==> src/rtl/mem_bus_arbiter.sv <==
// mem_bus_arbiter: shares one single-port memory between the 6502 core and a
// DMA/debug loader port. One access is granted per cycle through a
// combinational grant; read data and completion come back one cycle later.
//
// Arbitration on contention:
//   MEM_ARB_RR_EN undefined (default): the core wins unless the DMA port has
//     been denied STARVE_LIMIT consecutive requesting cycles, then DMA wins.
//   MEM_ARB_RR_EN defined: strict alternation between the two requesters;
//     the first contended cycle after reset goes to the core.
module mem_bus_arbiter #(
  parameter int ADDR_W       = 16,
  parameter int DATA_W       = 8,
  parameter int STARVE_LIMIT = 3
) (
  input  logic              ph1,
  input  logic              reset,
  input  logic              core_req,
  input  logic              core_we,
  input  logic [ADDR_W-1:0] core_addr,
  input  logic [DATA_W-1:0] core_wdata,
  output logic              core_gnt,
  output logic              core_rvalid,
  output logic [DATA_W-1:0] core_rdata,
  input  logic              dma_req,
  input  logic              dma_we,
  input  logic [ADDR_W-1:0] dma_addr,
  input  logic [DATA_W-1:0] dma_wdata,
  output logic              dma_gnt,
  output logic              dma_rvalid,
  output logic [DATA_W-1:0] dma_rdata,
  output logic              mem_en,
  output logic              mem_we,
  output logic [ADDR_W-1:0] mem_addr,
  output logic [DATA_W-1:0] mem_wdata,
  input  logic [DATA_W-1:0] mem_rdata,
  output logic              owner
);

  // Winner encoding shared by owner and the alternation state.
  localparam logic WIN_CORE = 1'b0;
  localparam logic WIN_DMA  = 1'b1;

  logic contended;
  logic dma_pri;       // DMA takes a contended cycle
  logic core_rvalid_q;
  logic dma_rvalid_q;

  assign contended = core_req && dma_req;

`ifdef MEM_ARB_RR_EN
  logic last_winner;   // winner of the most recent contended cycle

  assign dma_pri = (last_winner == WIN_CORE);

  // Remember who won the last contended cycle so the other side goes next.
  always_ff @(posedge ph1) begin
    if (reset) begin
      last_winner <= WIN_DMA;
    end else if (contended) begin
      last_winner <= dma_gnt ? WIN_DMA : WIN_CORE;
    end
  end
`else
  localparam int WAIT_W = $clog2(STARVE_LIMIT + 1);
  localparam logic [WAIT_W-1:0] WAIT_MAX = WAIT_W'(STARVE_LIMIT);

  logic [WAIT_W-1:0] dma_wait;  // consecutive denied DMA request cycles

  assign dma_pri = (dma_wait == WAIT_MAX);

  // Count denied DMA cycles (saturating); a grant clears, idle DMA holds.
  always_ff @(posedge ph1) begin
    if (reset) begin
      dma_wait <= '0;
    end else if (dma_gnt) begin
      dma_wait <= '0;
    end else if (dma_req && (dma_wait != WAIT_MAX)) begin
      dma_wait <= dma_wait + 1'b1;
    end
  end
`endif

  // Grant decision from current requests and registered arbitration state.
  always_comb begin
    // NOTE: every output of this block gets a default first, so no path
    // leaves a signal unassigned and no latch is inferred.
    core_gnt = 1'b0;
    dma_gnt  = 1'b0;
    if (!reset) begin
      if (contended) begin
        if (dma_pri) dma_gnt  = 1'b1;
        else         core_gnt = 1'b1;
      end else begin
        core_gnt = core_req;
        dma_gnt  = dma_req;
      end
    end
  end

  // Steer the winner's access onto the memory port; idle bus drives zeros.
  always_comb begin
    mem_en    = core_gnt | dma_gnt;
    mem_we    = 1'b0;
    mem_addr  = '0;
    mem_wdata = '0;
    if (core_gnt) begin
      mem_we    = core_we;
      mem_addr  = core_addr;
      mem_wdata = core_wdata;
    end else if (dma_gnt) begin
      mem_we    = dma_we;
      mem_addr  = dma_addr;
      mem_wdata = dma_wdata;
    end
  end

  // Completion flags one cycle after each grant, plus the last-owner record.
  always_ff @(posedge ph1) begin
    // NOTE: sequential state uses non-blocking assignments so every register
    // samples pre-edge values regardless of statement order.
    if (reset) begin
      core_rvalid_q <= 1'b0;
      dma_rvalid_q  <= 1'b0;
      owner         <= WIN_CORE;
    end else begin
      core_rvalid_q <= core_gnt;
      dma_rvalid_q  <= dma_gnt;
      if (mem_en) owner <= dma_gnt ? WIN_DMA : WIN_CORE;
    end
  end

  // An access accepted just before reset must not complete while reset is
  // high, so the registered flags are masked by reset on the way out.
  assign core_rvalid = core_rvalid_q & ~reset;
  assign dma_rvalid  = dma_rvalid_q & ~reset;
  assign core_rdata  = core_rvalid ? mem_rdata : '0;
  assign dma_rdata   = dma_rvalid ? mem_rdata : '0;

endmodule

==> config.mk <==
export PLATFORM = sky130hd
export DESIGN_NAME = mem_bus_arbiter
export DESIGN_NICKNAME = d
export VERILOG_FILES = /design/src/rtl/mem_bus_arbiter.sv
export SDC_FILE = /design/constraint.sdc
export NUM_CORES = 1
export LEC_CHECK = 0
export BUFFER_PORTS_ARGS = -buffer_cell sky130_fd_sc_hd__buf_2
export CAP_MARGIN = 20
export CORE_ASPECT_RATIO = 0.5
export CORE_UTILIZATION = 37
export CTS_CLUSTER_DIAMETER = 80
export CTS_CLUSTER_SIZE = 20
export DETAILED_ROUTE_END_ITERATION = 8
export MAX_ROUTING_LAYER = met4
export PLACE_DENSITY = 0.93
export SLEW_MARGIN = 5
export SYNTH_ARGS = -nofsm -noshare
export SYNTH_HDL_FRONTEND = slang
export SYNTH_SLANG_ARGS = --single-unit
==> constraint.sdc <==
create_clock -name ph1 -period 1.6 [get_ports ph1]
set_clock_uncertainty 0.05 [all_clocks]
set_input_delay 0 -clock ph1 [delete_from_list [all_inputs] [get_ports ph1]]
set_output_delay 0 -clock ph1 [all_outputs]
set_load 0.03 [all_outputs]
Word level (Yosys, flattened, before mapping)
Cells that the tools add are included.

cells by class
  add/sub/neg operators = 1
  eq/ne operators = 2
  muxes and demuxes = 15
  bitwise gates (word level) = 4
  reductions and logical operators = 3

operators by type and width
  operator             count
  $mux 16              2
  $mux 8               4
  $mux 1               9
  $add 2x1->2 const B  1
  $and 1x1->1          2
  $eq 2x2->1 const B   1
  $logic_and 1x1->1    2
  $ne 2x2->1 const B   1
  $reduce_or 2->1      1
  $not 1->1            1
  $or 1x1->1           1

storage, ports and cells
  flip-flop bits (word level) = 5
  input port bits = 62
  output and inout port bits = 47
  logic and storage cells = 29

Depth between registers and ports, before layout
Gate-level depths: netlist of the first run.

  word-level depth = 6
  gate-level depth with buffers = 5
  gate-level depth less buffers = 3

Worst setup path before layout of the first run
Ideal clock, no wire load.

  path type = register -> output
  from = register dma_wait[0]
  to = output port mem_addr[12]
  arrival time = 1.581 ns
  data required time = 1.550 ns
  path slack = -0.031 ns
  cell stages (with the launch flop) = 5
  path buffers = 1
  path through = dfxtp_1 -> ha_1 -> nor2b_4 -> buf_6 -> o32ai_1

between the ends
  longest elaborated chain between the ends = 6
  elaborated cells between the ends (all ways) = 9
  classes of those cells = eq/ne (1); mux (8)

RTL lines
  item                    RTL line  RTL
  from (decl)             67        logic [WAIT_W-1:0] dma_wait;
  from (signal assigned)  78        dma_wait <= dma_wait + 1'b1;
  $eq 2x2->1 *            69        assign dma_pri = (dma_wait == WAIT_MAX);
  $mux 1                  91        if (dma_pri) dma_gnt = 1'b1;
  $mux 1                  90        if (contended) begin
  $mux 1                  89        if (!reset) begin
  $mux 16                 110       end else if (dma_gnt) begin
  $mux 16 *               106       if (core_gnt) begin
  to (decl)               33        output logic [ADDR_W-1:0] mem_addr,

Mark *: on every way between the ends. The rest lies on a longest branch, timed or not.

Worst setup path after layout of the first run
  from = register dma_wait[1]
  to = output port mem_addr[6]

Same word-level chain as after synthesis.

==> reports/summary.md, run 1 <==
The run finished with clean final reports. Sorting the synthesized cells by area gives the leading types as sky130_fd_sc_hd__nand2b_1, sky130_fd_sc_hd__o32ai_2, sky130_fd_sc_hd__and2_1. The total half-perimeter wirelength after legalization and detailed placement came out at 2.656 mm.

The worst register-to-register path ends at dma_rvalid_q. Compound-cell area share of the yosys netlist: 0.3388. The vertical extent of the die came out at 41.27 um.

The horizontal die dimension is 80.54 um. Highest metal layer with signal wires: met4. Fraction of the mapped netlist area in simple logic gates: 0.4430. Worst setup path startpoint: dma_wait[1]. For the first-pass GRT wire length, the log shows 5.181 mm. The count of flip-flops with a built-in enable after synthesis works out to 0. Setup violations remaining at the end of the flow were counted as 0. The clock root buffer master was sky130_fd_sc_hd__clkbuf_8. The vias per cell is 5.104, and the count of antenna diodes in the layout is 0. The Yosys step of the flow raised 0 warnings. Following the worst setup path forward leads to its endpoint at mem_addr[6]. The multiplexer share of the synthesized area works out to 0. The remaining global-route overflow is 0, and the flip-flop and latch count after synthesis is 5. The area added between synthesis and finish is 51.75%.

After the flow finishes, the layout carries non-filler instances totaling 270. TritonCTS built the clock tree. The number of buffers added to fix hold violations after cts came out at 0.

The logs give 4 for the number of detailed-routing iterations run before antenna repair and 297 for the layout net count. The main combinational cell family by area after synthesis was simple AND/OR/NAND/NOR gates. Xor and xnor area share after synthesis: 0. The worst min-delay path class was input pin to register. For the worst hold margin, the log shows 65.17 ps.

The ratio of final minimum period to clock period was 0.9741; the synthesized area divided by synthesized cell count was 8.516 um2. Among all flip-flop cells after synthesis, the most frequent one is sky130_fd_sc_hd__dfxtp_1. Source of the worst register-to-register timing path: dma_wait[0]. The number of cells produced by synthesis is 134, and the number of port buffers is 108.

Once layout is done, the placed cells without fillers occupy 1732 um2. The element type at the critical path end was a primary output. The adder and majority cell fraction of the synthesized area is 0.01096. The leading area contributor after synthesis is sky130_fd_sc_hd__nand2b_1. The critical path data arrival time came out at 1510 ps.

The placement-stage cell area was 1650 um2. For the worst flop-to-flop path, the logic depth is 4. The tools report the number of max-slew violations in the final report as 0.

The overall track demand over capacity in global routing was 0.2114. Setup slack on the worst reg-to-reg path comes out at 490 ps. For the worst supply voltage drop on vdd, the log shows 0.0002616 V.

The area fraction of the dominant cell type after synthesis is 0.2851. At the worst endpoint, the required time is 1550 ps. The routed design could run at a clock period as short as 1559 ps. The met3 wire length is 114 um.

The number of global-route vias before repair came out at 1205. At the pin with the least slew margin, the transition time is 692.1 ps. The run gives 1 as the number of H-tree levels. The clock input transition at the sequential cells of the worst setup and hold paths works out to 40 ps. The core region is 2749 um2.

Row generation in the floorplan step produced 13 rows. Peak fanout along the critical path: 27. Ranked by instance count, the synthesized netlist is headed by sky130_fd_sc_hd__nand2b_1, sky130_fd_sc_hd__o32ai_2, sky130_fd_sc_hd__and2_1. Routability congestion estimate from global placement: 0.7183.

The tool flagged a number of max-cap violations equal to 0. For this design, the sink count on the clock tree is 5. The routed length on met1 came out at 1.494 mm. The sequential element share of the synthesized area came out at 0.08772. Timing would allow up to 641.6 MHz.

For the top-level I/O count, the log shows 109. The detailed router finished its first iteration with 50 violations. The number of buffers created by CTS came out at 3.

The post-synthesis instance area was 1141 um2. After detailed routing, the number of remaining DRC violations is 0. The worst hold path passes through 3 cells. Among all cell types in the netlist, the one instantiated most often is sky130_fd_sc_hd__nand2b_1. The buffers inserted during post-CTS setup optimization is 0, and the leakage power is 0.8532 nW.

In this run the deepest clock path goes through 2 buffers. Counting tap cells, the placed design contains a total of 266 instances. The number of antenna-violating nets in the routed design is 0, and the number of antenna violations at the first check in global routing is 0.

The critical path class is register to primary output. The areal power density over the cells came out at 475.1 nW/um2. Detailed-route via count: 1378. The run gives 0 as the final number of hold-violating endpoints. The run gives 58 as the maximum number of pins on one net before global-route repair. The type of element launching the critical path is a register. The starting density of the core is 0.4151, and the async set-or-reset flop fraction in the synthesized netlist is 0.

The relative slew slack is 0.5386, and the post-synth net total is 197. The die footprint was 3324 um2; the number of fillers in the final layout was 213. After detailed routing, the average wire length per cell comes to 13.53 um. Detailed routing placed a total of 2.025 mm of wire on met2.

The clock insertion delay at the later pin of the skew report came out at 220 ps. The number of gates resized after CTS was 5. The logs give 3.654 mm for the total routed wirelength and 24 for the count of different cell masters after synthesis. The fraction of final layout cells with drive strength greater than 1 came out at 0.6009. Setup repair after global routing could not meet its margin everywhere.
metal layers:
layer  up-vias  GRT usage
met5         -          -
met4         0    0.05357
met3         2    0.02889
met2        35     0.4470
met1       670     0.2194
li1        671          -
worst min-delay path by stage:
stage / startpoint / to
after floorplan: core_req / dma_wait[1]
after global placement: dma_req / owner
after detailed placement: dma_req / owner
after CTS: dma_req / owner
after global routing: dma_req / owner
final: dma_req / owner
cell type report:
class,count,area [um2],share of cell area
Inverter,1,3.754,0.002168
Multi-Input combinational cell,111,924.6,0.5340
Clock buffer,4,45.04,0.02601
Sequential cell,5,101.3,0.05853
Tap cell,37,46.29,0.02673
Timing Repair Buffer,112,610.6,0.3526
report_power, final:
group | leakage, nW | switching, mW | internal, mW
clock | 0.0228 | 0.0631 | 0.171
sequential | 0.0415 | 0.00342 | 0.131
combinational | 0.789 | 0.265 | 0.189
metrics by stage:
| step | total power [mW] | setup TNS, ps | utilization | setup slack, ps |
|---|---|---|---|---|
| after floorplan | 0.4420 | -216.3 | - | -30.90 |
| after global placement | 0.5654 | 0 | 0.6004 | 234.4 |
| after detailed placement | 0.5766 | 0 | 0.6004 | 183.7 |
| after CTS | 0.8203 | 0 | 0.6240 | 25.01 |
| after global routing | 0.8729 | -15.25 | 0.6300 | -7.722 |
| final | 0.8226 | 0 | 0.6300 | 41.42 |
cells by family after synthesis:
kind of cell               Yosys count
and+or+nand+nor                     80
DFF                                  5
AOI/OAI and AO/OA                   30
adders and majority gates            1
buffers and inverters               18
cells in the final DEF (no fill, tap or decap), types with 3 or more instances in the layout:
cell type	count
sky130_fd_sc_hd__a21oi_1	3
sky130_fd_sc_hd__and2_1	16
sky130_fd_sc_hd__buf_2	102
sky130_fd_sc_hd__buf_4	8
sky130_fd_sc_hd__clkbuf_8	3
sky130_fd_sc_hd__dfxtp_1	4
sky130_fd_sc_hd__nand2b_1	52
sky130_fd_sc_hd__o32ai_1	6
sky130_fd_sc_hd__o32ai_2	19
registers in the layout, summed over array words and instances (netlist names):
| name | cells |
|---|---|
| dma_wait | 2 |
| owner | 1 |
| dma_rvalid_q | 1 |
| core_rvalid_q | 1 |
critical path: stages (launching register included):
cell	delay, ps
sky130_fd_sc_hd__dfxtp_1	370
sky130_fd_sc_hd__ha_4	190
sky130_fd_sc_hd__nor2b_4	50
sky130_fd_sc_hd__buf_12	160
sky130_fd_sc_hd__o32ai_1	310
sky130_fd_sc_hd__buf_4	220
No activity file was read; power rests on OpenSTA's default activity.
==> run 2, diff against run 1 <==
- ABC_AREA: default -> 1
- CORE_UTILIZATION: 37 -> 32
==> reports/summary.md, run 2 <==
The critical path in this run is classified as register to primary output. The ratio of final minimum period to clock period came out at 0.9598 (-0.01427). In the post-synthesis netlist, the cell with the most instances is sky130_fd_sc_hd__nand2_1.

The horizontal die dimension was 74.28 um (-7.8%). The clock input transition at the sequential cells of the worst setup and hold paths was 30 ps (about the same). For the number of max-slew violations in the final report, the log shows 0 (unchanged). For the number of buffers created by CTS, the log shows 3 (unchanged). The number of global-route vias before repair was 1061 (-12%); the vias per cell was 4.746 (-7.0%).

The initial DRC count was 65 (+30%); the fraction of final layout cells with drive strength greater than 1 was 0.4802 (-0.1207). The total net switching power was 0.3061 mW (-7.6%). The worst setup path is launched from a register. The vertical extent of the die came out at 38.14 um (-7.6%). The run gives 100.1 um2 (-1.2%) as the storage element area. In the layout the commonest cells are sky130_fd_sc_hd__buf_2, sky130_fd_sc_hd__nand2_1, sky130_fd_sc_hd__nand3_1.

The tools report the relative slew slack as 0.7721 (+0.2335). The switching share of power was 0.4119 (+0.009285). The flip-flop and latch count after synthesis came out at 5 (unchanged).

The combinational share of power was 0.502 (-0.050). The most instantiated flip-flop cell in the synthesis netlist is sky130_fd_sc_hd__dfxtp_1. The slew at the pin closest to its max-slew limit is 341.5 ps (-350.7 ps), and the worst setup slack for register-to-register paths is 360 ps (-130 ps). Ranked by total cell area, the synthesized netlist is headed by sky130_fd_sc_hd__nand4_1, sky130_fd_sc_hd__nand3_1, sky130_fd_sc_hd__nand2_1. For the number of H-tree levels, the log shows 1 (unchanged). Peak fanout along the critical path: 20 (-26%).

The remaining global-route overflow is 0 (unchanged). The share of power burned in registers is 0.182 (+0.018). The library cell used most frequently in the layout, excluding fill and tap cells, is sky130_fd_sc_hd__buf_2. The areal power density over the cells is 519.6 nW/um2 (+9.4%), and the worst-case reg-to-reg path depth is 5 (+1).

The run gives 0.8142 (+13%) as the routability congestion estimate from global placement. The logs give 835.8 um2 (-27%) for the post-synthesis instance area and 0 (unchanged) for the number of warnings reported in the yosys synthesis log. The average wire length per cell after detail routing came out at 11.43 um (-16%). Post-route minimum period: 1536 ps (-22.83 ps).

The area added between synthesis and finish came out at 71.11%. Clock tree synthesis selected as its root buffer the cell sky130_fd_sc_hd__clkbuf_8. The commonest cells after synthesis are sky130_fd_sc_hd__nand2_1, sky130_fd_sc_hd__nand3_1, sky130_fd_sc_hd__nand4_1. The run gives 0 (unchanged) as the count of antenna diodes in the layout. The number of antenna violations at the first check in global routing is 0 (unchanged).

The worst hold path terminates at dma_wait[0]. The run gives 0 (unchanged) as the remaining routing DRC violations. TritonCTS built the clock tree.

For the setup-violating endpoint count in the final report, the log shows 0 (unchanged). The tools report the sequential element share of the synthesized area as 0.1198 (+0.03204). The logs give 2342 um2 (-15%) for the area of the core region and 109 (unchanged) for the top-level I/O count. The maximum buffer depth of the clock tree came out at 2 (unchanged). The area fraction of the dominant cell type after synthesis works out to 0.1871 (-0.09796). STA classifies the critical path endpoint as a primary output. The number of cells produced by synthesis was 148 (+10%). The startpoint identified for the worst register-to-register timing path is dma_wait[0]. The synthesized area divided by synthesized cell count was 5.647 um2 (-34%). The number of buffers added to fix hold violations after cts was 0 (unchanged). The run finished with clean final reports.

The detailed-route via count was 1362 (-1.2%). The total clock sinks is 5 (unchanged), and the layout net count is 316 (+6.4%). The leading area contributor after synthesis was sky130_fd_sc_hd__nand4_1. The worst hold path cell count is 3 (unchanged), and the number of standard cells in the layout, taps in and fillers out is 287 (+6.3%). The run gives 0 ps (unchanged) as the final total negative setup slack. Total area of multi-input combinational cells: 565.5 um2 (-39%).

The worst supply voltage drop on vdd is 0.0004309 V (+65%). The first-pass GRT wire length is 4.388 mm (-15%), and the count of different cell masters after synthesis is 14 (-42%). The async set-or-reset flop fraction in the synthesized netlist was 0 (unchanged).

The number of antenna-violating nets in the routed design is 0 (unchanged), and the number of flip-flops in the largest register is 2 (unchanged). The overall track demand over capacity in global routing is 0.2042 (-0.007220). For the post-synth net total, the log shows 211 (+7.1%).

Setup repair after global routing left no endpoint under its margin. The number of placed instances with taps included came out at 281 (+5.6%). The run gives 12 (-1) as the row count.

The run gives 0 (unchanged) as the final number of hold-violating endpoints. The worst hold path begins at dma_req. The number of port buffers works out to 108 (unchanged).

Leakage power: 0.9983 nW (+17%). The count of flip-flops with a built-in enable after synthesis was 0 (unchanged). The logs give 0.316 (+0.031) for the clock power share and 216 (+1.4%) for the number of fillers in the final layout.

The tools report the maximum number of pins on one net before global-route repair as 42 (-28%). The starting density of the core came out at 0.3568 (-0.05827). The total routed wirelength is 3.280 mm (-10%). More flip-flops sit in one register than any other, and that register is dma_wait. Critical path data arrival time: 1490 ps (-20 ps).

The clock insertion delay at the later pin of the skew report came out at 220 ps (about the same). The max-capacitance violation count is 0 (unchanged). Total half-perimeter wirelength after legalization and detailed placement: 2.376 mm (-11%). The capturing point of the worst reg2reg path is dma_wait[1]. The tools report the maximum clock rate as 651.1 MHz (+1.5%). The tools report the cell-internal power as 0.4370 mW (-11%).

The tools report the data required time at the worst endpoint as 1550 ps (about the same). The worst hold path belongs to the class input pin to register. The die footprint is 2833 um2 (-15%).

The number of detailed-routing iterations run before antenna repair is 4 (unchanged).
[run 2: cell types whose count changed in the layout (fill, tap and decap cells not counted), sizes merged, moves of 16 or more]
cell    previous run  this run
and2              16         0
o32ai             25         0
nand3              0        30
nand4              0        25
nand2b            52         0
nand2              1        38
inv                1        18
[run 2: worst max path at each step]
stage / start / endpoint / slack, ps / cells past startpoint
after global routing: dma_wait[0] / mem_addr[6] / 5 / 6
after detailed placement: dma_wait[0] / mem_addr[4] / 180 / 6
final: dma_wait[0] / mem_addr[5] / 60 / 6
after CTS: dma_wait[0] / mem_addr[4] / 20 / 6
after global placement: dma_wait[0] / mem_addr[4] / 230 / 6
after floorplan: dma_wait[0] / mem_addr[1] / 390 / 6
[run 2: layer usage]
metal	routed length, um	global-route usage	vias to the layer above	part of all wire
met5	0	-	-	0
met4	44	0.08491	0	0.013
met3	154	0.03684	6	0.047
met2	1760	0.3455	40	0.54
met1	1320	0.2457	610	0.40
li1	-	-	706	-
[run 2: critical path: stages (launching register included)]
cell	delay, ps
sky130_fd_sc_hd__dfxtp_1	310
sky130_fd_sc_hd__ha_1	240
sky130_fd_sc_hd__nand2_4	160
sky130_fd_sc_hd__buf_12	170
sky130_fd_sc_hd__nand4_1	100
sky130_fd_sc_hd__nand2_1	90
sky130_fd_sc_hd__buf_2	190
[run 2: logic make-up (layout without fill, tap and decap cells)]
group,count (synthesis),in the layout,share of synthesized area
adder cells (fa/ha/maj),1,1,0.01497
flip-flops,5,5,0.1198
AND/OR/NAND/NOR,108,109,0.6198
buffers and inverters,32,135,0.2335
AO/OA/AOI/OAI,2,2,0.01198
[run 2: power groups by stage]
| stage | clock network (mW) | registers (mW) | logic, mW |
|---|---|---|---|
| 3_5_place_dp | 0 | 0.137 | 0.360 |
| 5_1_grt | 0.244 | 0.135 | 0.400 |
| 4_1_cts | 0.241 | 0.135 | 0.364 |
| 3_3_place_gp | 0 | 0.137 | 0.353 |
| 2_1_floorplan | 0 | 0.140 | 0.228 |
| 6_report | 0.235 | 0.135 | 0.373 |
[run 2: layout make-up]
cell class / count / share of cell area
multi-input combinational: 112 / 0.3955
timing repair buffer: 113 / 0.4252
inverter: 18 / 0.04724
tap: 35 / 0.03062
clock buffer: 4 / 0.03150
sequential: 5 / 0.06999
[run 2: per-stage QoR]
stage / utilization / hold slack, ps / setup slack [ps] / total power [mW] / area (um2)
floorplan: - / 112.6 / 385.7 / 0.3679 / 835.8
global placement: 0.5700 / 274.0 / 226.8 / 0.4901 / 1335
detailed placement: 0.5700 / 288.8 / 184.3 / 0.4971 / 1335
CTS: 0.5967 / 68.16 / 24.73 / 0.7398 / 1398
global route: 0.6106 / 90.70 / 4.509 / 0.7789 / 1430
finish: 0.6106 / 70.29 / 64.25 / 0.7430 / 1430
[run 2: what timing repair did]
action | in CTS | in global routing
gates cloned | 0 | 1
pin swaps | 0 | 2
setup endpoints to repair | 22 | 24
resized for setup | 3 | 4
setup buffers | 0 | 1
==> run 3, diff against run 2 <==
- BUFFER_PORTS_ARGS: -buffer_cell sky130_fd_sc_hd__buf_2 -> default
- CORE_AREA: default -> 2 2 42 44
- CORE_ASPECT_RATIO: 0.5 -> default
- CORE_UTILIZATION: 32 -> default
- DIE_AREA: default -> 0 0 44 46
- DONT_BUFFER_PORTS: default -> 1
- PLACE_DENSITY: 0.93 -> 0.81
==> reports/summary.md, run 3 (synthesis results as in run 2) <==
The run finished, with violations left. The final reports fail on hold timing. The run gives 1 (unchanged) as the number of H-tree levels.

The area added between synthesis and finish was 43.86%. The worst setup path startpoint is dma_wait[1]. Fraction of final layout cells with drive strength greater than 1: 0.3177 (-0.1625).

The areal power density over the cells is 508.6 nW/um2 (-2.1%), and the post-route minimum period is 1509 ps (-26.38 ps). For the number of antenna-violating nets in the routed design, the log shows 0 (unchanged). The clock root buffer master was sky130_fd_sc_hd__clkbuf_4. TritonCTS built the clock tree. Setup repair after global routing left no endpoint under its margin. The run gives 1 (+1) as the final number of hold-violating endpoints. The number of flip-flops in the largest register was 2 (unchanged); the maximum buffer depth of the clock tree was 2 (unchanged). The number of antenna violations at the first check in global routing is 0 (unchanged), and the clock input transition at the sequential cells of the worst setup and hold paths is 50 ps (+20 ps). The logs give 0.7683 (-0.003813) for the relative slew slack and 1550 ps (about the same) for the data required time at the worst endpoint. The logs give 0.2699 (+0.06570) for the overall track demand over capacity in global routing and 0 (unchanged) for the setup-violating endpoint count in the final report.

For the initial DRC count, the log shows 35 (-46%). For the final total negative setup slack, the log shows 0 ps (unchanged). For the layout net count, the log shows 256 (-19%). The ratio of final minimum period to clock period was 0.9434 (-0.01649); the number of port buffers was 0 (-100%).

The run gives 0 (unchanged) as the remaining global-route overflow. For the number of placed instances with taps included, the log shows 203 (-28%). The tools report the buffers inserted during post-CTS setup optimization as 0 (unchanged).

The die footprint is 2024 um2 (-29%). STA classifies the critical path endpoint as a primary output. Count of antenna diodes in the layout: 0 (unchanged). The total routed wirelength was 2.988 mm (-8.9%). Leaving out fill and tap cells, the most frequent cell in the layout is sky130_fd_sc_hd__buf_4. The peak fanout along the critical path works out to 24 (+20%).

Register with the highest flop count: dma_wait. The tools report the routability congestion estimate from global placement as 0.7326 (-10%). The top-level I/O count was 109 (unchanged); the number of standard cells in the layout, taps in and fillers out was 209 (-27%). For the max-capacitance violation count, the log shows 0 (unchanged). The tools report the worst hold margin as -6.127 ps (-76.42 ps). The vertical extent of the die is 46 um (+21%). Worst min-delay path class: input pin to register. Type of element launching the critical path: a register. The average wire length per cell after detail routing was 14.30 um (+25%). The total clock sinks is 5 (unchanged). The source of the worst register-to-register timing path is dma_wait[0]. The logs give 15 (+3) for the row count and 0 (unchanged) for the number of max-slew violations in the final report. Beginning of the worst hold path: core_req. In the layout the commonest cells are sky130_fd_sc_hd__buf_4, sky130_fd_sc_hd__nand2_1, sky130_fd_sc_hd__nand3_1. The run gives 662.5 MHz (+1.7%) as the maximum clock rate.

The horizontal die dimension was 44 um (-41%). The starting density of the core is 0.5178 (+0.1610). The setup path with the least slack is of type register to primary output. The vias per cell works out to 5.689 (+20%).

The critical path data arrival time was 1460 ps (-30 ps); the maximum number of pins on one net before global-route repair was 49 (+17%). The logs give 4 (unchanged) for the number of detailed-routing iterations run before antenna repair and 250 ps (+30 ps) for the clock insertion delay at the later pin of the skew report. For the number of fillers in the final layout, the log shows 130 (-40%). The first-pass GRT wire length came out at 4.050 mm (-7.7%). The tools report the area of the core region as 1614 um2 (-31%). The slew at the pin closest to its max-slew limit was 347.1 ps (+5.622 ps).

The detailed-route via count was 1189 (-13%); the number of global-route vias before repair was 941 (-11%). The leakage power was 0.7459 nW (-25%). The logs give 0 (unchanged) for the remaining routing DRC violations and 3 (unchanged) for the number of buffers created by CTS. The total half-perimeter wirelength after legalization and detailed placement is 2.249 mm (-5.3%).

The worst supply voltage drop on vdd came out at 0.0005360 V (+24%).
## run 3: cell types whose count changed in the layout (fill, tap and decap cells not counted), sizes merged
cell / before / now
clkbuf: 6 / 4
dlygate4sd3: 0 / 2
nand2: 38 / 37
buf: 111 / 52
## run 3: cell type report
| class | count | area [um2] | area share |
|---|---|---|---|
| inverters | 18 | 67.56 | 0.05619 |
| well taps | 17 | 21.27 | 0.01769 |
| clock buffers | 4 | 26.28 | 0.02185 |
| flip-flops and latches | 5 | 101.3 | 0.08429 |
| repair buffers | 54 | 442.9 | 0.3684 |
| multi-input cells | 111 | 543.0 | 0.4516 |
## run 3: report_power, final
part           total, mW  switching [mW]  internal (mW)
Combinational      0.318           0.203          0.115
Clock              0.154          0.0596         0.0948
Sequential         0.139         0.00714          0.132
Total              0.611           0.270          0.341
## run 3: critical path, cell delays in order (launching register included)
cell                      delay, ps
sky130_fd_sc_hd__dfxtp_1        340
sky130_fd_sc_hd__ha_2           190
sky130_fd_sc_hd__nand2_2        110
sky130_fd_sc_hd__nand2_4        100
sky130_fd_sc_hd__buf_12         150
sky130_fd_sc_hd__nand3_1         90
sky130_fd_sc_hd__nand2_1         80
sky130_fd_sc_hd__buf_4          150
## run 3: layer usage
layer / GRT usage / share of wire / vias to the layer above / routed length [um]
met1: 0.2729 / 0.34 / 526 / 1022
met3: 0.07143 / 0.11 / 6 / 327
li1: - / - / 585 / -
met2: 0.4765 / 0.53 / 72 / 1582
met5: - / 0 / - / 0
met4: 0.1394 / 0.019 / 0 / 56
## run 3: metrics by stage
stage	setup WS (ps)	utilization	power [mW]	area [um2]	hold WS, ps
final	90.63	0.7450	0.6115	1202	-6.127
after detailed placement	332.9	0.7093	0.4511	1145	124.5
after floorplan	385.7	-	0.3679	835.8	112.6
after global routing	22.40	0.7450	0.6447	1202	29.26
after CTS	50.76	0.7380	0.6115	1191	6.356
after global placement	390.5	0.7093	0.4410	1145	117.7
## run 3: worst paths after layout
check | endpoint | slack (ps) | cells past startpoint
max reg2reg | owner | 390 | 6
min | dma_wait[0] | -6 | 4
max | mem_addr[4] | 90 | 7
min reg2reg | dma_wait[0] | 430 | 2
## run 3: what timing repair did
| action | CTS | global route |
|---|---|---|
| hold buffers | 2 | 0 |
| setup endpoints to repair | 0 | 16 |
| resized for setup | 0 | 4 |
| hold endpoints to repair | 4 | 0 |
